`config.mk`:
```
export PLATFORM = sky130hd
export DESIGN_NAME = traffic_light_controller_gen_flat
export DESIGN_NICKNAME = d
export VERILOG_FILES = /design/src/rtl/traffic_pkg.sv /design/src/rtl/traffic_light_controller_gen_if.sv /design/src/rtl/phase_timer.sv /design/src/rtl/traffic_light_controller_gen.sv /design/src/flat_wrapper.sv
export SDC_FILE = /design/constraint.sdc
export NUM_CORES = 1
export LEC_CHECK = 0
export BUFFER_PORTS_ARGS = -buffer_cell sky130_fd_sc_hd__buf_4
export CORE_MARGIN = 2
export CORE_UTILIZATION = 56
export DETAILED_ROUTE_END_ITERATION = 10
export HOLD_SLACK_MARGIN = 0.08
export PLACE_DENSITY = 0.83
export SLEW_MARGIN = 20
export SYNTH_ARGS = -nofsm -noshare
export SYNTH_HDL_FRONTEND = slang
export SYNTH_SLANG_ARGS = --single-unit
```
`constraint.sdc`:
```
create_clock -name clk -period 5.69 [get_ports clk]
set_input_delay 0.2845 -clock clk [delete_from_list [all_inputs] [get_ports clk]]
set_output_delay 0.2845 -clock clk [all_outputs]
set_load 0.02 [all_outputs]
```
`src/rtl/traffic_pkg.sv`:
```
// -----------------------------------------------------------------------------
// traffic_pkg
// Shared definitions for the generalised traffic light controller.
//   phase_t     : 3-bit phase/state encoding (code 7 is unused and treated
//                 as illegal by the controller).
//   lamps_t     : one bit per lamp, NS group first, then EW group.
//   lamp_decode : Moore decode from phase code (and blink flop) to lamps.
// -----------------------------------------------------------------------------
package traffic_pkg;

  typedef enum logic [2:0] {
    NS_G  = 3'd0,
    NS_Y  = 3'd1,
    AR1   = 3'd2,
    EW_G  = 3'd3,
    EW_Y  = 3'd4,
    AR2   = 3'd5,
    FLASH = 3'd6
  } phase_t;

  localparam int NUM_DIR = 2;  // index 0 = NS, index 1 = EW

  typedef struct packed {
    logic ns_green;
    logic ns_yellow;
    logic ns_red;
    logic ew_green;
    logic ew_yellow;
    logic ew_red;
  } lamps_t;

  // Anything that is not a recognised running phase (AR1, AR2 and the unused
  // code 7) decodes to all-red, so a corrupted state register is always safe.
  function automatic lamps_t lamp_decode(input logic [2:0] ph, input logic blink);
    lamps_t l;
    l = '0;
    case (ph)
      3'd0: begin l.ns_green  = 1'b1; l.ew_red = 1'b1; end
      3'd1: begin l.ns_yellow = 1'b1; l.ew_red = 1'b1; end
      3'd3: begin l.ew_green  = 1'b1; l.ns_red = 1'b1; end
      3'd4: begin l.ew_yellow = 1'b1; l.ns_red = 1'b1; end
      3'd6: begin l.ns_yellow = blink; l.ew_yellow = blink; end
      default: begin l.ns_red = 1'b1; l.ew_red = 1'b1; end
    endcase
    return l;
  endfunction

endpackage

```
`src/rtl/traffic_light_controller_gen_if.sv`:
```
// -----------------------------------------------------------------------------
// traffic_light_controller_gen_if
// Bundle of all controller I/O except clk/rst.
//   master : environment side (drives en, flash_mode, pedestrian requests).
//   slave  : controller side (drives lamps, walk lamps, phase, timer_cnt).
// -----------------------------------------------------------------------------
interface traffic_light_controller_gen_if #(
  parameter int WIDTH_TIMER = 8
);
  logic                   en;
  logic                   flash_mode;
  logic                   ped_req_ns;
  logic                   ped_req_ew;
  logic                   NS_green;
  logic                   NS_yellow;
  logic                   NS_red;
  logic                   EW_green;
  logic                   EW_yellow;
  logic                   EW_red;
  logic                   walk_ns;
  logic                   walk_ew;
  logic [2:0]             phase;
  logic [WIDTH_TIMER-1:0] timer_cnt;

  modport master (
    output en, flash_mode, ped_req_ns, ped_req_ew,
    input  NS_green, NS_yellow, NS_red, EW_green, EW_yellow, EW_red,
    input  walk_ns, walk_ew, phase, timer_cnt
  );

  modport slave (
    input  en, flash_mode, ped_req_ns, ped_req_ew,
    output NS_green, NS_yellow, NS_red, EW_green, EW_yellow, EW_red,
    output walk_ns, walk_ew, phase, timer_cnt
  );
endinterface

```
`src/rtl/phase_timer.sv`:
```
// -----------------------------------------------------------------------------
// phase_timer
// Loadable down-counter that times each controller phase.
//   clk, rst    : clock, synchronous active-high reset (loads RST_VAL)
//   load_i      : load load_val_i this cycle (has priority over counting)
//   load_val_i  : value to load (phase duration - 1)
//   en_i        : tick enable; counter decrements only when high
//   cnt_o       : remaining count
//   expire_o    : cnt_o == 0 while en_i is high (last enabled cycle of phase)
// -----------------------------------------------------------------------------
module phase_timer #(
  parameter int               WIDTH   = 8,
  parameter logic [WIDTH-1:0] RST_VAL = '0
) (
  input  logic             clk,
  input  logic             rst,
  input  logic             load_i,
  input  logic [WIDTH-1:0] load_val_i,
  input  logic             en_i,
  output logic [WIDTH-1:0] cnt_o,
  output logic             expire_o
);
  logic [WIDTH-1:0] cnt_q, cnt_d;

  // The owner reloads on every expiry, so the zero guard only matters if a
  // load is ever skipped; it keeps the counter parked rather than wrapping.
  always_comb begin
    cnt_d = cnt_q;
    if (load_i) begin
      cnt_d = load_val_i;
    end else if (en_i && (cnt_q != '0)) begin
      cnt_d = cnt_q - 1'b1;
    end
  end

  always_ff @(posedge clk) begin
    if (rst) begin
      cnt_q <= RST_VAL;
    end else begin
      cnt_q <= cnt_d;
    end
  end

  assign cnt_o    = cnt_q;
  assign expire_o = en_i && (cnt_q == '0);
endmodule

```
`src/rtl/traffic_light_controller_gen.sv`:
```
// -----------------------------------------------------------------------------
// traffic_light_controller_gen
// NS/EW intersection controller with integrated phase timer, all-red
// clearance, latched pedestrian requests, tick enable and night flash mode.
//   clk : clock, rising edge
//   rst : synchronous active-high reset
//   tl  : slave side of traffic_light_controller_gen_if
//         in : en, flash_mode, ped_req_ns, ped_req_ew
//         out: NS_/EW_ green/yellow/red lamps, walk_ns, walk_ew,
//              phase (state code), timer_cnt (remaining count)
// All outputs come from registers; there is no input-to-output path.
// -----------------------------------------------------------------------------
module traffic_light_controller_gen
  import traffic_pkg::*;
#(
  parameter int WIDTH_TIMER = 8,
  parameter int GREEN_NS    = 10,
  parameter int GREEN_EW    = 10,
  parameter int YELLOW      = 3,
  parameter int ALL_RED     = 1,
  parameter int FLASH_HALF  = 4
) (
  input logic clk,
  input logic rst,
  traffic_light_controller_gen_if.slave tl
);

  // Every duration must fit the counter: 1 <= D <= 2^WIDTH_TIMER.
  localparam int     DURATIONS [5] = '{GREEN_NS, GREEN_EW, YELLOW, ALL_RED, FLASH_HALF};
  localparam longint MAX_DUR       = longint'(1) << WIDTH_TIMER;

  for (genvar gi = 0; gi < 5; gi++) begin : g_dur_check
    if ((DURATIONS[gi] < 1) || (longint'(DURATIONS[gi]) > MAX_DUR)) begin : g_bad
      $error("traffic_light_controller_gen: duration index %0d out of range", gi);
    end
  end

  localparam logic [WIDTH_TIMER-1:0] LD_GNS = WIDTH_TIMER'(GREEN_NS - 1);
  localparam logic [WIDTH_TIMER-1:0] LD_GEW = WIDTH_TIMER'(GREEN_EW - 1);
  localparam logic [WIDTH_TIMER-1:0] LD_YEL = WIDTH_TIMER'(YELLOW - 1);
  localparam logic [WIDTH_TIMER-1:0] LD_AR  = WIDTH_TIMER'(ALL_RED - 1);
  localparam logic [WIDTH_TIMER-1:0] LD_FH  = WIDTH_TIMER'(FLASH_HALF - 1);

  phase_t                 state_q, state_d;
  logic                   blink_q, blink_d;
  logic [NUM_DIR-1:0]     pend_q, pend_d;
  logic [NUM_DIR-1:0]     walk_q, walk_d;
  logic [NUM_DIR-1:0]     ped_req;
  logic                   tmr_load;
  logic [WIDTH_TIMER-1:0] tmr_load_val;
  logic [WIDTH_TIMER-1:0] tmr_cnt;
  logic                   tmr_expire;
  lamps_t                 lamps;

  phase_timer #(
    .WIDTH   (WIDTH_TIMER),
    .RST_VAL (LD_GNS)
  ) u_timer (
    .clk        (clk),
    .rst        (rst),
    .load_i     (tmr_load),
    .load_val_i (tmr_load_val),
    .en_i       (tl.en),
    .cnt_o      (tmr_cnt),
    .expire_o   (tmr_expire)
  );

  // Next-state logic. Every phase change reloads the timer with the duration
  // of the phase being entered, so each phase lasts D enabled cycles.
  always_comb begin
    state_d      = state_q;
    blink_d      = blink_q;
    tmr_load     = 1'b0;
    tmr_load_val = '0;
    case (state_q)
      NS_G: if (tmr_expire) begin
        state_d = NS_Y; tmr_load = 1'b1; tmr_load_val = LD_YEL;
      end
      NS_Y: if (tmr_expire) begin
        state_d = AR1; tmr_load = 1'b1; tmr_load_val = LD_AR;
      end
      AR1: if (tmr_expire) begin
        tmr_load = 1'b1;
        if (tl.flash_mode) begin
          state_d = FLASH; tmr_load_val = LD_FH;
        end else begin
          state_d = EW_G;  tmr_load_val = LD_GEW;
        end
      end
      EW_G: if (tmr_expire) begin
        state_d = EW_Y; tmr_load = 1'b1; tmr_load_val = LD_YEL;
      end
      EW_Y: if (tmr_expire) begin
        state_d = AR2; tmr_load = 1'b1; tmr_load_val = LD_AR;
      end
      AR2: if (tmr_expire) begin
        tmr_load = 1'b1;
        if (tl.flash_mode) begin
          state_d = FLASH; tmr_load_val = LD_FH;
        end else begin
          state_d = NS_G;  tmr_load_val = LD_GNS;
        end
      end
      FLASH: if (tmr_expire) begin
        tmr_load = 1'b1;
        if (tl.flash_mode) begin
          blink_d      = ~blink_q;
          tmr_load_val = LD_FH;
        end else begin
          // Leave with the blink flop cleared so a later flash entry always
          // starts with the yellows dark for the first half-period.
          state_d      = AR2;
          blink_d      = 1'b0;
          tmr_load_val = LD_AR;
        end
      end
      default: begin
        // Unused code: recover through a clearance phase, ignoring en.
        state_d      = AR2;
        tmr_load     = 1'b1;
        tmr_load_val = LD_AR;
      end
    endcase
  end

  assign ped_req = {tl.ped_req_ew, tl.ped_req_ns};

  // Per-direction pedestrian latch and walk lamp. A request in the very
  // cycle of the transition into green is served immediately; a request
  // during green stays pending for the next green of that direction.
  for (genvar gi = 0; gi < NUM_DIR; gi++) begin : g_ped
    localparam phase_t GREEN_PH = (gi == 0) ? NS_G : EW_G;
    logic enter_green;
    logic leave_green;

    assign enter_green = (state_d == GREEN_PH) && (state_q != GREEN_PH);
    assign leave_green = (state_q == GREEN_PH) && (state_d != GREEN_PH);
    assign pend_d[gi]  = enter_green ? 1'b0 : (pend_q[gi] | ped_req[gi]);
    assign walk_d[gi]  = enter_green ? (pend_q[gi] | ped_req[gi]) :
                         leave_green ? 1'b0 : walk_q[gi];
  end

  always_ff @(posedge clk) begin
    if (rst) begin
      state_q <= NS_G;
      blink_q <= 1'b0;
      pend_q  <= '0;
      walk_q  <= '0;
    end else begin
      state_q <= state_d;
      blink_q <= blink_d;
      pend_q  <= pend_d;
      walk_q  <= walk_d;
    end
  end

  assign lamps        = lamp_decode(state_q, blink_q);
  assign tl.NS_green  = lamps.ns_green;
  assign tl.NS_yellow = lamps.ns_yellow;
  assign tl.NS_red    = lamps.ns_red;
  assign tl.EW_green  = lamps.ew_green;
  assign tl.EW_yellow = lamps.ew_yellow;
  assign tl.EW_red    = lamps.ew_red;
  assign tl.walk_ns   = walk_q[0];
  assign tl.walk_ew   = walk_q[1];
  assign tl.phase     = state_q;
  assign tl.timer_cnt = tmr_cnt;

endmodule

```
`src/flat_wrapper.sv`:
```
// flat-port wrapper written by rule: the top's interface ports become plain ports
module traffic_light_controller_gen_flat import traffic_pkg::*;
#(
  parameter int WIDTH_TIMER = 8,
  parameter int GREEN_NS    = 10,
  parameter int GREEN_EW    = 10,
  parameter int YELLOW      = 3,
  parameter int ALL_RED     = 1,
  parameter int FLASH_HALF  = 4
)
  (clk, rst, tl_en, tl_flash_mode, tl_ped_req_ns, tl_ped_req_ew, tl_NS_green, tl_NS_yellow, tl_NS_red, tl_EW_green, tl_EW_yellow, tl_EW_red, tl_walk_ns, tl_walk_ew, tl_phase, tl_timer_cnt);
  traffic_light_controller_gen_if #(.WIDTH_TIMER(WIDTH_TIMER)) tl_i ();
  input logic clk;
  input logic rst;
  input wire logic [$bits(tl_i.en)-1:0] tl_en;
  input wire logic [$bits(tl_i.flash_mode)-1:0] tl_flash_mode;
  input wire logic [$bits(tl_i.ped_req_ns)-1:0] tl_ped_req_ns;
  input wire logic [$bits(tl_i.ped_req_ew)-1:0] tl_ped_req_ew;
  output wire logic [$bits(tl_i.NS_green)-1:0] tl_NS_green;
  output wire logic [$bits(tl_i.NS_yellow)-1:0] tl_NS_yellow;
  output wire logic [$bits(tl_i.NS_red)-1:0] tl_NS_red;
  output wire logic [$bits(tl_i.EW_green)-1:0] tl_EW_green;
  output wire logic [$bits(tl_i.EW_yellow)-1:0] tl_EW_yellow;
  output wire logic [$bits(tl_i.EW_red)-1:0] tl_EW_red;
  output wire logic [$bits(tl_i.walk_ns)-1:0] tl_walk_ns;
  output wire logic [$bits(tl_i.walk_ew)-1:0] tl_walk_ew;
  output wire logic [$bits(tl_i.phase)-1:0] tl_phase;
  output wire logic [$bits(tl_i.timer_cnt)-1:0] tl_timer_cnt;
  assign tl_i.en = tl_en;
  assign tl_i.flash_mode = tl_flash_mode;
  assign tl_i.ped_req_ns = tl_ped_req_ns;
  assign tl_i.ped_req_ew = tl_ped_req_ew;
  assign tl_NS_green = tl_i.NS_green;
  assign tl_NS_yellow = tl_i.NS_yellow;
  assign tl_NS_red = tl_i.NS_red;
  assign tl_EW_green = tl_i.EW_green;
  assign tl_EW_yellow = tl_i.EW_yellow;
  assign tl_EW_red = tl_i.EW_red;
  assign tl_walk_ns = tl_i.walk_ns;
  assign tl_walk_ew = tl_i.walk_ew;
  assign tl_phase = tl_i.phase;
  assign tl_timer_cnt = tl_i.timer_cnt;
  traffic_light_controller_gen #(.WIDTH_TIMER(WIDTH_TIMER), .GREEN_NS(GREEN_NS), .GREEN_EW(GREEN_EW), .YELLOW(YELLOW), .ALL_RED(ALL_RED), .FLASH_HALF(FLASH_HALF)) u_core (.clk(clk), .rst(rst), .tl(tl_i));
endmodule
```
==> out/metrics.yaml, run 1 <==
outcome:
  status: "finished, final reports clean"
critical_path:
  cp_top_family: "simple AND/OR/NAND/NOR gates"
  slowest_stage: "or3_2"
  critPathBufInv: 1
  worstSetupEndpointType: "flip-flop"
  critPathKind: "flip-flop to flip-flop"
  crit_chain: "inv_1 -> ha_1 -> and2b_2 -> nand4_4 -> or3_2 -> a21oi_1 -> ha_1 -> nor3b_1 -> a21oi_1 -> nor2_1"
  critical_path_required_ps: 5920
  worstSetupStartpointType: "flip-flop"
  crit_path_max_incr_delay_ps: 430
  crit_fanout: 9
  rrSetupSlack_ps: 3510
  critPathArrivalTime_ps: 2410
grt:
  grt_pass1_vias: 824
  grtUsageTotal_pct: 22.82
  grt_pass1_wl_mm: 3.594
  antenna_found_initial: 0
  grt_max_degree: 19
  overflow: 0
synthesis:
  synthesis.area_mm2: 0.001028
  postSynth.asyncResetShare_pct: 0
  synth_area_leaders: "dfxtp_1 31%, a21oi_1 5.4%, ha_1 4.9%"
  ys_seq_area_share_pct: 31.14
  synthAdderAreaFrac_pct: 4.866
  synth_common_cells: "16 x dfxtp_1, 12 x nor2_1, 11 x a21oi_1, 11 x nand2_1, 7 x inv_1"
  synth_top_family_by_area: "simple AND/OR/NAND/NOR gates"
  synth_fp_nets: 136
  ys_warn_count: 0
  yosys.area_share.simple_pct: 33.09
  synth.avg_cell_area_um2: 8.163
  synthCells: 126
  synth_edf_count: 0
  synthMuxAreaShare_pct: 0.9732
  synth-compound-area-share_pct: 18.98
  synth_top_area_cell: "dfxtp_1"
  ys_ff_latch: 16
  ys_types: 42
  synth_top_area_share_pct: 31.14
  synth_xor_area_share_pct: 3.406
  yosysMostFrequentCell: "dfxtp_1"
  synth_flop_cell: "dfxtp_1"
clocking:
  cts_setup_buffers: 0
  clkTransAtPathRegs_ps: 90
  cts_buffer_depth: 2
  cts.sinks: 16
  numCtsBuffers: 3
  cts_max_level: 1
  hold_buffers: 0
  clock-root-buffer: "clkbuf_4"
  clk_latency_ps: 280
  cts_tree: "built"
  cts_resized: 0
timing:
  hold_viol: 0
  fmax_mhz: 459.1
  skew_ps: 3.546
  min_period_over_period_pct: 38.28
  finalCriticalPeriod_ps: 2178
  layout_setup_ws_ps: 3512
  setup_tns_ps: 0
  worstMarginPinSlew_ps: 554.5
  setup_viol: 0
  drv_slew: 0
  rsz0062_at_grt: "false"
  slew_headroom_pct: 62.98
  whs_ps: 266.2
die:
  chipWidth_um: 46.86
  rows: 15
  dieArea_mm2: 0.002195
  initial_core_util_pct: 59.57
  die_h_um: 46.86
  core_area_mm2: 0.001727
  io_pins: 25
route:
  dr.pass1.iters: 4
  final_antenna_net_count: 0
  viasPerCell: 5.784
  wl_per_cell_um: 12.85
  drc: 0
  vias: 989
  drt_wl_total_mm: 2.198
  first_iter_violations: 23
power:
  clock_power_share_pct: 28.0
  pwr-share-seq_pct: 56.7
  intPower_mw: 0.1540
  powerDensity_mw_per_mm2: 174.7
  p_sw_mw: 0.05754
  switching_share_pct: 27.20
  p_leak_nw: 0.4843
  ir_drop_mv: 0.1357
  pwr-share-comb_pct: 15.3
final_layout:
  final_nets: 158
  antennaDiodeCount: 0
  area_delta_synth_final_pct: 17.76
  fill_cells: 153
  drive_gt1_share_pct: 25.34
  final_cells: 171
place:
  gp_congestion: 0.9007
  placedCellCount: 168
  post-place-ws_ps: 3532
  portBuffers: 24
  dp_hpwl_mm: 1.564
min_path:
  hold_class: "primary input to flip-flop"
run:
  cap_violations: 0
==> flip-flops by register name, summed over array words and instances, names as in the netlist <==
signal,cells
u_core.walk_q,2
u_core.blink_q,1
u_core.u_timer.cnt_o,8
u_core.tl.phase,3
u_core.pend_q,2
==> per-layer routing <==
metal | wire length (µm) | track usage (%) | share of wire (%)
met2 | 959 | 35.07 | 44
met5 | 0 | 0 | 0
met4 | 36 | 11.11 | 1.6
met1 | 1050 | 31.16 | 48
met3 | 152 | 3.462 | 6.9
==> worst min-delay path: cells and delay by family <==
kind / cells / cell delay (ps)
buffers and inverters: 1 / 70
and+or+nand+nor: 2 / 150
==> power groups by stage <==
stage          Clock (mW)  Sequential, mW  Combinational, mW
6_report           0.0592           0.120             0.0324
5_1_grt            0.0653           0.121             0.0357
4_1_cts            0.0597           0.120             0.0323
3_5_place_dp            0           0.123             0.0322
3_3_place_gp            0           0.122             0.0316
2_1_floorplan           0           0.125             0.0193
==> cell families (layout without fill, tap and decap cells) <==
logic type	count (synthesis)	count (layout)
AO/OA/AOI/OAI	30	30
XOR/XNOR	4	4
adder cells (fa/ha/maj)	4	4
buffers and inverters	14	34
flip-flops	16	16
multiplexers	1	1
AND/OR/NAND/NOR	57	57
==> area by class of cell <==
type	instances	area, µm²	share of cell area [%]
timing repair buffer	24	180.2	14.88
multi-input combinational	96	630.6	52.07
inverter	7	26.28	2.169
clock buffer	3	22.52	1.860
tap	25	31.28	2.583
sequential	16	320.3	26.45
==> through the flow <==
step                      cell area, µm²  total power [mW]  utilization (%)
after floorplan                     1028            0.1441                -
after global placement              1189            0.1539            68.84
after detailed placement            1189            0.1548            68.84
after CTS                           1211            0.2121            70.14
after global routing                1211            0.2216            70.14
final                               1211            0.2116            70.14
==> final timing paths <==
check,from,end,cells after the start
max reg2reg,u_core.u_timer.cnt_o[0],u_core.walk_q[1],10
min reg2reg,u_core.walk_q[0],u_core.walk_q[0],2
max,u_core.u_timer.cnt_o[0],u_core.walk_q[1],10
min,tl_ped_req_ns,u_core.pend_q[0],3
==> layout by cell type (no fill, tap or decap), types with 4 or more instances in the layout <==
cell      count
buf_4        24
nand2_1      11
a211oi_1      4
nor2_1       12
inv_1         7
dfxtp_1      16
a21oi_1      11
xor2_1        4
ha_1          4
nor3_1        5
No activity file was read; power rests on OpenSTA's default activity.
==> inputs of run 2 (changes only) <==
--- a/config.mk
+++ b/config.mk
@@ -5,12 +5,13 @@
 export SDC_FILE = /design/constraint.sdc
 export NUM_CORES = 1
 export LEC_CHECK = 0
+export ABC_AREA = 1
 export BUFFER_PORTS_ARGS = -buffer_cell sky130_fd_sc_hd__buf_4
 export CORE_MARGIN = 2
-export CORE_UTILIZATION = 56
+export CORE_UTILIZATION = 47
 export DETAILED_ROUTE_END_ITERATION = 10
 export HOLD_SLACK_MARGIN = 0.08
-export PLACE_DENSITY = 0.83
+export PLACE_DENSITY = 0.74
 export SLEW_MARGIN = 20
 export SYNTH_ARGS = -nofsm -noshare
 export SYNTH_HDL_FRONTEND = slang
==> constraint.sdc (replaced) <==
create_clock -name clk -period 1.8 [get_ports clk]
set_input_delay 0.09 -clock clk [delete_from_list [all_inputs] [get_ports clk]]
set_output_delay 0.09 -clock clk [all_outputs]
set_load 0.02 [all_outputs]
==> run 2 against run 1 <==
Net effect:
- the run now ends with setup timing left
- area after synthesis up 0.12%
- critical path type unchanged
- wire length up 21%
- sequential power rose to 3.1 times the previous value
- largest cell class unchanged
- register-to-register slack worse by 3600 ps
- highest routed layer unchanged
==> out/metrics.yaml, run 2 <==
route:
  drc: 0  # unchanged
  viasPerCell: 4.874  # -16%
  final_antenna_net_count: 0  # unchanged
  drt_wl_total_mm: 2.652  # +21%
  wl_per_cell_um: 11.14  # -13%
  dr.pass1.iters: 4  # unchanged
  first_iter_violations: 25  # +8.7%
  vias: 1160  # +17%
timing:
  min_period_over_period_pct: 104.6  # +66 points
  layout_setup_ws_ps: -82.44  # -3594 ps
  fmax_mhz: 531.2  # +16%
  worstMarginPinSlew_ps: 320.8  # -233.7 ps
  hold_viol: 0  # unchanged
  setup_viol: 2  # +2
  whs_ps: 81.25  # -185.0 ps
  skew_ps: 4.599  # +1.053 ps
  finalCriticalPeriod_ps: 1882  # -296.0 ps
  setup_tns_ps: -140.9  # -140.9 ps
  rsz0062_at_grt: "true"
  drv_slew: 0  # unchanged
  slew_headroom_pct: 78.42  # +15 points
critical_path:
  critical_path_required_ps: 2030  # -3890 ps
  crit_path_max_incr_delay_ps: 360  # -70 ps
  worstSetupEndpointType: "flip-flop"
  crit_chain: "inv_4 -> ha_4 -> nand2_4 -> inv_2 -> nand2_2 -> nor2_4 -> nand2_1 -> nand3_2 -> nor2_1 -> nor2_1 -> nor2_1 -> ha_1 -> nor3b_2 -> a21oi_1 -> nor2_1"
  critPathKind: "flip-flop to flip-flop"
  slowest_stage: "dfxtp_4"
  crit_path_frequent_cell: "nor2_1"
  worstSetupStartpointType: "flip-flop"
  rrSetupSlack_ps: -80  # -3590 ps
  critPathArrivalTime_ps: 2120  # -290 ps
  crit_fanout: 6  # -3
outcome:
  status: "complete, but fails checks"
  violations: "setup timing"
grt:
  grt_pass1_wl_mm: 4.602  # +28%
  busiest_layer: "met2"
  met3_usage_pct: 3.571  # +0.11 points
  grt_max_degree: 11  # -8
  antenna_found_initial: 0  # unchanged
  grtUsageMet1_pct: 32.47  # +1.3 points
  grtUsageTotal_pct: 23.53  # +0.71 points
  overflow: 0  # unchanged
  grt_pass1_vias: 1070  # +30%
  gr-usage-met2_pct: 37.94  # +2.9 points
place:
  gp_congestion: 0.9104  # +1.1%
  placed_area_mm2: 0.001425  # +20%
  dp_hpwl_mm: 2.146  # +37%
  portBuffers: 24  # unchanged
  placedCellCount: 232  # +38%
  post-place-ws_ps: -129.6  # -3661 ps
synthesis:
  synth_edf_count: 0  # unchanged
  ys_seq_area_share_pct: 31.11  # -0.038 points
  ys_ff_latch: 16  # unchanged
  synth_area_leaders: "dfxtp_1 31%, nand2_1 12%, nor2_1 11%"
  ys_types: 23  # -45%
  postSynth.asyncResetShare_pct: 0  # unchanged
  synth.avg_cell_area_um2: 6.317  # -23%
  synth_flop_cell: "dfxtp_1"
  synthCells: 163  # +29%
  synth_top_area_share_pct: 31.11  # -0.038 points
  synth_fp_nets: 173  # +27%
  ys_warn_count: 0  # unchanged
  synthesis.area_mm2: 0.001030  # +0.12%
  synth_common_cells: "34 x nand2_1, 29 x nor2_1, 26 x inv_1, 16 x dfxtp_1, 13 x nand3_1"
  synth_top_area_cell: "dfxtp_1"
  yosysMostFrequentCell: "nand2_1"
final_layout:
  drive_gt1_share_pct: 36.02  # +11 points
  final_nets: 222  # +41%
  utilization_pct: 73.76  # +3.6 points
  mostFrequentLayoutCell: "buf_4"
  final_cells: 238  # +39%
  area_delta_synth_final_pct: 44.84
  final_area_mm2: 0.001491  # +23%
  layout_common_cells: "44 x buf_4, 31 x nand2_1, 27 x nor2_1, 23 x inv_1, 14 x dfxtp_1"
  largest_reg_flops: 8  # unchanged
  antennaDiodeCount: 0  # unchanged
power:
  powerDensity_mw_per_mm2: 507.0  # +190%
  ir_drop_mv: 0.4552  # +240%
  power_mw: 0.7561  # +260%
  p_leak_nw: 0.8064  # +67%
clocking:
  cts_max_level: 1  # unchanged
  cts.sinks: 16  # unchanged
  clkTransAtPathRegs_ps: 100  # about the same
  cts_buffer_depth: 2  # unchanged
  clk_latency_ps: 290  # about the same
  numCtsBuffers: 3  # unchanged
  clock-root-buffer: "clkbuf_4"
  cts_tree: "built"
die:
  chipWidth_um: 50.81  # +8.4%
  rows: 16  # +1
  dieArea_mm2: 0.002581  # +18%
  io_pins: 25  # unchanged
  core_area_mm2: 0.002022  # +17%
  die_h_um: 50.81  # +8.4%
  initial_core_util_pct: 50.93  # -8.6 points
run:
  cap_violations: 0  # unchanged
min_path:
  hold_class: "primary input to flip-flop"
run 2: changes by cell type after synthesis, moves of 4 or more:
cell	change
nand2_1	+23
a211oi_1	-4
nand3_1	+11
o21ai_0	+4
nand2_2	+4
inv_1	+19
nor2_1	+17
run 2: where the power goes:
group	leakage, nW	internal [mW]	switching [mW]
Combinational	0.660	0.0740	0.0958
Sequential	0.131	0.367	0.00904
Clock	0.0150	0.0862	0.124
run 2: final timing paths:
path                      startpoint          endpoint  cells after the start
max          u_core.u_timer.cnt_o[1]  u_core.walk_q[0]                     15
min                    tl_ped_req_ew  u_core.pend_q[1]                      3
max reg2reg  u_core.u_timer.cnt_o[1]  u_core.walk_q[0]                     15
min reg2reg           u_core.blink_q    u_core.blink_q                      2
run 2: cells by family after synthesis:
group                      synth area share (%)
AOI/OAI and AO/OA                         10.09
adders and majority gates                 4.860
buffers and inverters                     10.93
and+or+nand+nor                           41.31
xor gates and xnor gates                  1.701
DFF                                       31.11
run 2: final cells by class:
class / instances / area, µm²
well taps: 27 / 33.78
repair buffers: 45 / 340.3
inverters: 29 / 113.9
fillers: 169 / 530.5
flip-flops and latches: 16 / 327.8
multi-input cells: 117 / 649.4
clock buffers: 4 / 26.28
run 2: timing repair:
item	in CTS	in global routing
pin swaps	4	2
endpoints found under the hold margin	7	7
gates resized for setup	6	0
endpoints found under the setup margin	3	3
buffers inserted	0	1
run 2: layer usage:
layer,part of all wire [%],up-vias
met5,0,-
met3,3.3,4
li1,-,608
met4,0.94,0
met2,46,24
met1,50,524
run 2: critical path, delay by kind of cell (launching register included):
family	cells	cell delay [ps]
AOI/OAI and AO/OA	1	60
adders and majority gates	2	420
buffers and inverters	2	110
DFF	1	360
and+or+nand+nor	10	870
